===== config.mk =====
export PLATFORM = sky130hd
export DESIGN_NAME = bexkat_bus_arbiter
export DESIGN_NICKNAME = d
export VERILOG_FILES = /design/src/rtl/bexkat_bus_arbiter.sv
export SDC_FILE = /design/constraint.sdc
export NUM_CORES = 1
export LEC_CHECK = 0
export ABC_AREA = 1
export ABC_CLOCK_PERIOD_IN_PS = 4300
export CAP_MARGIN = 20
export CORE_AREA = 3 3 123 125
export CTS_BUF_LIST = sky130_fd_sc_hd__clkbuf_4 sky130_fd_sc_hd__clkbuf_8
export DETAILED_ROUTE_END_ITERATION = 12
export DIE_AREA = 0 0 126 128
export PLACE_DENSITY_LB_ADDON = 0.05
export REMOVE_ABC_BUFFERS = 1
export SKIP_CTS_REPAIR_TIMING = 1
export SYNTH_ARGS = -nofsm -noshare
export SYNTH_HDL_FRONTEND = slang
export SYNTH_SLANG_ARGS = --single-unit

===== constraint.sdc =====
create_clock -name clk_i -period 4.3 [get_ports clk_i]
set_input_delay 0.86 -clock clk_i [delete_from_list [all_inputs] [get_ports clk_i]]
set_output_delay 0.86 -clock clk_i [all_outputs]
set_load 0.01 [all_outputs]

===== src/rtl/bexkat_bus_arbiter.sv =====
// Two-master / one-slave Wishbone classic arbiter for the Bexkat core buses.
// The grant FSM is registered, the signal muxing is combinational, and a per-transfer ack watchdog is included.
module bexkat_bus_arbiter #(
    parameter int AW      = 32,
    parameter int TIMEOUT = 255
) (
    input  logic          clk_i,
    input  logic          rst_i,

    input  logic          m0_cyc_i,
    input  logic          m0_stb_i,
    input  logic          m0_we_i,
    input  logic [3:0]    m0_sel_i,
    input  logic [AW-1:0] m0_adr_i,
    input  logic [31:0]   m0_dat_i,
    output logic [31:0]   m0_dat_o,
    output logic          m0_ack_o,
    output logic          m0_err_o,

    input  logic          m1_cyc_i,
    input  logic          m1_stb_i,
    input  logic          m1_we_i,
    input  logic [3:0]    m1_sel_i,
    input  logic [AW-1:0] m1_adr_i,
    input  logic [31:0]   m1_dat_i,
    output logic [31:0]   m1_dat_o,
    output logic          m1_ack_o,
    output logic          m1_err_o,

    output logic          s_cyc_o,
    output logic          s_stb_o,
    output logic          s_we_o,
    output logic [3:0]    s_sel_o,
    output logic [AW-1:0] s_adr_o,
    output logic [31:0]   s_dat_o,
    input  logic [31:0]   s_dat_i,
    input  logic          s_ack_i,

    output logic [1:0]    gnt_o,
    output logic          timeout_o
);

    localparam int              WDW     = (TIMEOUT > 0) ? $clog2(TIMEOUT + 1) : 1;
    localparam bit              WD_EN   = (TIMEOUT != 0);
    localparam logic [WDW-1:0]  WD_LAST = WDW'((TIMEOUT > 0) ? TIMEOUT - 1 : 0);
    localparam logic [WDW-1:0]  WD_MAX  = {WDW{1'b1}};

    typedef enum logic [2:0] {
        S_IDLE,
        S_GNT0,
        S_GNT1,
        S_ERR0,
        S_ERR1
    } state_t;

    state_t          r_state;
    state_t          w_next;
    logic            r_last;     // 0: m0 was granted last, 1: m1
    logic [WDW-1:0]  r_wdog;
    logic            w_wd_inc;
    logic            w_expire;

    // Next-state and watchdog decisions
    always_comb begin
        w_next   = r_state;
        w_wd_inc = 1'b0;
        w_expire = 1'b0;
        case (r_state)
            S_IDLE: begin
                if (m0_cyc_i && m1_cyc_i)
                    w_next = r_last ? S_GNT0 : S_GNT1;
                else if (m0_cyc_i)
                    w_next = S_GNT0;
                else if (m1_cyc_i)
                    w_next = S_GNT1;
            end
            S_GNT0: begin
                if (!m0_cyc_i) begin
                    w_next = m1_cyc_i ? S_GNT1 : S_IDLE;
                end else if (m0_stb_i && !s_ack_i) begin
                    w_wd_inc = 1'b1;
                    if (WD_EN && r_wdog == WD_LAST) begin
                        w_expire = 1'b1;
                        w_next   = S_ERR0;
                    end
                end
            end
            S_GNT1: begin
                if (!m1_cyc_i) begin
                    w_next = m0_cyc_i ? S_GNT0 : S_IDLE;
                end else if (m1_stb_i && !s_ack_i) begin
                    w_wd_inc = 1'b1;
                    if (WD_EN && r_wdog == WD_LAST) begin
                        w_expire = 1'b1;
                        w_next   = S_ERR1;
                    end
                end
            end
            S_ERR0: begin
                if (!m0_cyc_i)
                    w_next = m1_cyc_i ? S_GNT1 : S_IDLE;
            end
            S_ERR1: begin
                if (!m1_cyc_i)
                    w_next = m0_cyc_i ? S_GNT0 : S_IDLE;
            end
            default: w_next = S_IDLE;
        endcase
    end

    always_ff @(posedge clk_i or posedge rst_i) begin
        if (rst_i) begin
            r_state <= S_IDLE;
            r_last  <= 1'b1;
            r_wdog  <= '0;
        end else begin
            r_state <= w_next;
            if (w_next == S_GNT0 && r_state != S_GNT0)
                r_last <= 1'b0;
            else if (w_next == S_GNT1 && r_state != S_GNT1)
                r_last <= 1'b1;
            // Saturate rather than wrap when the watchdog is disabled
            if (w_next != r_state || !w_wd_inc)
                r_wdog <= '0;
            else if (r_wdog != WD_MAX)
                r_wdog <= r_wdog + 1'b1;
        end
    end

    // Slave-side muxing and master responses
    always_comb begin
        s_cyc_o  = 1'b0;
        s_stb_o  = 1'b0;
        s_we_o   = 1'b0;
        s_sel_o  = '0;
        s_adr_o  = '0;
        s_dat_o  = '0;
        gnt_o    = 2'b00;
        m0_ack_o = 1'b0;
        m0_err_o = 1'b0;
        m1_ack_o = 1'b0;
        m1_err_o = 1'b0;
        case (r_state)
            S_GNT0: begin
                s_cyc_o  = m0_cyc_i;
                s_stb_o  = m0_stb_i;
                s_we_o   = m0_we_i;
                s_sel_o  = m0_sel_i;
                s_adr_o  = m0_adr_i;
                s_dat_o  = m0_dat_i;
                gnt_o    = 2'b01;
                m0_ack_o = s_ack_i;
            end
            S_GNT1: begin
                s_cyc_o  = m1_cyc_i;
                s_stb_o  = m1_stb_i;
                s_we_o   = m1_we_i;
                s_sel_o  = m1_sel_i;
                s_adr_o  = m1_adr_i;
                s_dat_o  = m1_dat_i;
                gnt_o    = 2'b10;
                m1_ack_o = s_ack_i;
            end
            S_ERR0: begin
                gnt_o    = 2'b01;
                m0_err_o = 1'b1;
            end
            S_ERR1: begin
                gnt_o    = 2'b10;
                m1_err_o = 1'b1;
            end
            default: ;
        endcase
    end

    assign m0_dat_o  = s_dat_i;
    assign m1_dat_o  = s_dat_i;
    assign timeout_o = w_expire;

endmodule


* Word level (Yosys, flattened, before mapping)
Index checks and enable logic that the tools add are counted.
** Cells by class
- Reduce and logical (&&, ||, !) cells :: 13
- Muxes and demuxes :: 41
- Eq/ne operators :: 11
- Add/sub/neg operators :: 1
** Operators with widths (count)
- case mux 32 bit (2 select lines) :: 2
- two-way mux 3 bit :: 11
- two-way mux 1 bit :: 16
- two-way mux 8 bit :: 2
- case mux 3 bit (5 select lines) :: 1
- case mux 1 bit (2 select lines) :: 5
- == test 3 x 2 -> 1 bit (second input constant) :: 3
- adder 8 x 1 -> 8 bit (second input constant) :: 1
- == test 8 bit (second input constant) :: 1
- != test 8 bit (second input constant) :: 1
- case mux 4 bit (2 select lines) :: 1
- == test 3 x 1 -> 1 bit (second input constant) :: 2
- logical AND 1 bit :: 5
- two-way mux 2 bit :: 2
- case mux 2 bit (2 select lines) :: 1
- nonzero test 2 bit :: 2
- OR reduction 2 bit :: 2
- == test 3 bit (second input constant) :: 1
- logical NOT 3 bit :: 1
- != test 3 x 1 -> 1 bit (second input constant) :: 1
- != test 3 x 2 -> 1 bit (second input constant) :: 1
- != test 3 bit :: 1
- logical NOT 1 bit :: 2
- logical OR 1 bit :: 1
** Word-level totals
- Flip-flop bits (word level) :: 12
- Word-level logic and storage cells :: 69
- Bits of input ports :: 177
- Output and inout bits :: 142

* Logic depth before layout (Yosys ltp)
- Depth after elaboration :: 9
- Mapped depth :: 12
- Mapped depth without buffers :: 12

* Worst setup path before layout
OpenSTA, ideal clock, no wires.
- Kind :: input-to-output
- Start point :: input port m0_stb_i
- End point :: output port timeout_o
- Setup slack :: 2.066 ns
- Data arrival time :: 1.374 ns
- Data required time :: 3.440 ns
- Stages :: 5
- Cell sequence :: inv_1 nor2_1 nand3_1 a21boi_1 nor2_1
** Between the ends
- Word-level cells in the longest chain between the ends :: 4
** RTL lines
- from (decl) :: RTL line 11 : input logic m0_stb_i,
- logical AND 1 bit :: RTL line 80 : end else if (m0_stb_i && !s_ack_i) begin
- two-way mux 1 bit :: RTL line 80
- two-way mux 1 bit :: RTL line 78 : if (!m0_cyc_i) begin
- case mux 1 bit (2 select lines) :: RTL line 68 : case (r_state)
- to (decl) :: RTL line 40 : output logic timeout_o
Every way passes these cells.

* Worst setup path after layout
- Start point :: input port m1_dat_i[25]
- End point :: output port s_dat_o[25]
** Between the ends
- Word-level cells in the longest chain between the ends :: 1
** RTL lines
- from (decl) :: RTL line 25 : input logic [31:0] m1_dat_i,
- case mux 32 bit (2 select lines) :: RTL line 143 : case (r_state)
- to (decl) :: RTL line 35 : output logic [31:0] s_dat_o,
Every way passes these cells.

==> metrics <==
worst-case setup slack after placement 834 ps; Tightest Pin Transition 707 ps; total global routing overflow 0; placeable core area 0.0140 sq mm; clock sink count 12; starting DRC count in detailed routing 105; library cells used by synthesis 29; synthesis-to-finish area growth 89.9%; clk root buf sky130_fd_sc_hd__clkbuf_8; crit-path most repeated cell sky130_fd_sc_hd__clkdlybuf4s50_1; result of the run completed; Final Hold Viols 0; Final GP Congestion 0.846; Worst Setup Start Kind primary input; routed len/inst 23.0 um; Layout Cells excl Fill 736; Data arrival, critical path 2600 ps; number of slew-limit violations in the final report 0; maximum buffer depth of the clock tree 2; sequence of cells on the critical path clkdlybuf4s50_1 -> inv_1 -> o21ai_0 -> clkdlybuf4s50_1; Post-Syn Area 0.00224 sq mm; y dimension of the die 128 um; syn avg cell area 5.53 sq um; maximum number of pins on one net before global-route repair 32; total detailed-routing wirelength 16900 um; Tmin final 3460 ps; clock tree skew after final layout 5.80 ps; Worst Path Max Fanout 1; hold slack 465 ps; Sw Ratio 47.4%; period utilisation layout 80.5%; cell with the biggest individual delay on the critical path sky130_fd_sc_hd__clkdlybuf4s50_1; share of synthesized area occupied by flip-flops and latches 13.5%; initial cell density of the core 16.0%; R2R Path Start r_state[1]$_DFF_PP0_; setup violation total in the final timing report 0; setup repair after global routing missed its margin no; power density normalized to cell area 454 mW/mm^2; Worst Path Class, Setup primary input to output pin; total leakage power 1.88 nW; Avg Vias per Cell 3.94; maximum clock frequency 0.289 GHz; PnR worst setup slack 837 ps; antenna cells 0; Seq pwr share 7.9%; layout cell share with drive strength beyond 1 4.14%; clock latency of the later-clocked register in the worst-skew pair 240 ps; delay of the slowest critical-path stage 670 ps; number of antenna violations at the first check in global routing 1; post-detailed-route DRC marker count 0; Post-Syn Instances 404; max-cap violations 0; clock buffer count from CTS 3; Setup Total Neg Slack 0 ps; H-tree depth 1; post-detail-place hpwl 15600 um; Worst Setup End Kind output pin; number of synthesized register bits 12; all-layer global routing usage 20.0%; drt first pass iters 4; part of the total power dissipated in the clock network 6.5%; CTS tree done; cell internal pwr 1.01 mW; placed instance count 732; required time reported for the critical path endpoint 3440 ps; startpoint of the lowest-slack hold path r_last$_DFFE_PP1P_; number of global-route vias before repair 3073; maximum vdd drop 129 uV; part of the power in combinational logic 85.6%; switching pwr 915 uW; clock edge transition at the registers on the reported setup and hold paths 60 ps; worst-case headroom to the max-slew limit 52.4%; Yosys Warn Count 0; width of the die 126 um; number of top-level design ports 319; Site Rows 43; source of the critical timing path m1_dat_i[25]; full die area 0.0161 sq mm; total vias in the final route 2899; Port-buffer cells 222; type of the worst min-delay path flop to flop; layout net count 736; first-pass GRT wire length 23000 um; number of routed nets with antenna violations 0
## critical path, delay by kind of cell
kind	cells	cell delay, ps
AOI/OAI and AO/OA	1	570
buffers and inverters	3	1170
## metrics by stage
step	util, %	power (mW)	instance area (sq um)
floorplan	-	0.755	1700
global placement	30.0	1.82	4190
detailed placement	30.0	1.82	4190
CTS	30.4	1.96	4250
global route	30.4	2.08	4250
finish	30.4	1.93	4250
## power groups by stage
stage               registers (mW)  logic, mW  clock network [mW]
global route                 0.155       1.79               0.136
floorplan                    0.147      0.608                   0
CTS                          0.151       1.68               0.128
finish                       0.152       1.65               0.125
detailed placement           0.153       1.67                   0
global placement             0.154       1.67                   0
## sequential cells by signal (all words and copies together) (netlist names)
| name | cells |
|---|---|
| r_last | 1 |
| r_wdog | 8 |
| r_state | 3 |
## cells in the mapped netlist, drive strengths merged
cell type	instances	share of area, %
o21bai	1	0.34
o32ai	1	0.39
a21oi	1	0.22
nand2	96	17
o22ai	1	0.28
ha	2	1.1
xnor2	1	0.39
nor3	1	0.22
a41o	1	0.45
a21boi	1	0.34
buf	66	22
o21ai	73	16
dfrtp	11	12
nor3b	1	0.34
dfstp	1	1.2
nor2	26	4.9
xor2	2	0.78
inv	92	15
nand3	9	2.8
nand4	4	1.1
clkbuf	13	2.2
## layout by cell type (no fill, tap or decap), types with 2 or more instances in the layout
| master | Yosys | routed |
|---|---|---|
| sky130_fd_sc_hd__inv_2 | 2 | 2 |
| sky130_fd_sc_hd__nand3_1 | 7 | 6 |
| sky130_fd_sc_hd__nor2_4 | 1 | 2 |
| sky130_fd_sc_hd__o21ai_0 | 73 | 73 |
| sky130_fd_sc_hd__nand2_2 | 4 | 4 |
| sky130_fd_sc_hd__ha_1 | 2 | 2 |
| sky130_fd_sc_hd__clkdlybuf4s50_1 | 0 | 222 |
| sky130_fd_sc_hd__buf_4 | 64 | 5 |
| sky130_fd_sc_hd__nand3_2 | 1 | 2 |
| sky130_fd_sc_hd__nand4_1 | 4 | 4 |
| sky130_fd_sc_hd__nand2_1 | 91 | 91 |
| sky130_fd_sc_hd__dfrtp_1 | 11 | 11 |
| sky130_fd_sc_hd__clkbuf_8 | 0 | 4 |
| sky130_fd_sc_hd__inv_1 | 90 | 90 |
| sky130_fd_sc_hd__nor2_1 | 23 | 23 |
| sky130_fd_sc_hd__xor2_1 | 2 | 2 |
## kinds of logic (layout without fill, tap and decap cells)
group | after synthesis | in the layout | share of synthesized area, %
buffers and inverters | 171 | 323 | 39.6
xor gates and xnor gates | 3 | 3 | 1.18
AOI/OAI and AO/OA | 79 | 79 | 18.4
adders and majority gates | 2 | 2 | 1.12
DFF | 12 | 12 | 13.5
and+or+nand+nor | 137 | 137 | 26.3
## cell type report
class	instances	area, sq um
flip-flops and latches	12	302
clock buffers	4	55.1
inverters	92	345
well taps	180	225
repair buffers	227	2260
multi-input cells	221	1060
fillers	1567	9740
## path summary, 6_finish.rpt
check                                        end  slack [ps]  depth (start not counted)
setup / recovery                     s_dat_o[25]         840                          4
hold / removal                r_last$_DFFE_PP1P_         470                          2
setup reg to reg           r_wdog[6]$_DFFE_PP0P_        2470                          6
hold reg to reg               r_last$_DFFE_PP1P_         470                          2
max in group asynchronous     r_last$_DFFE_PP1P_        2990                          2
min in group asynchronous  r_wdog[1]$_DFFE_PP0P_         950                          2
## routing by layer
metal / wire length, um / GRT usage (%) / vias up / part of all wire [%]
li1: - / - / 1452 / -
met1: 5870 / 19.8 / 1168 / 35
met2: 7840 / 34.7 / 267 / 46
met3: 3080 / 15.5 / 8 / 18
met4: 32 / 1.14 / 4 / 0.19
met5: 89 / 4.33 / - / 0.53
No activity file was read; power rests on OpenSTA's default activity.
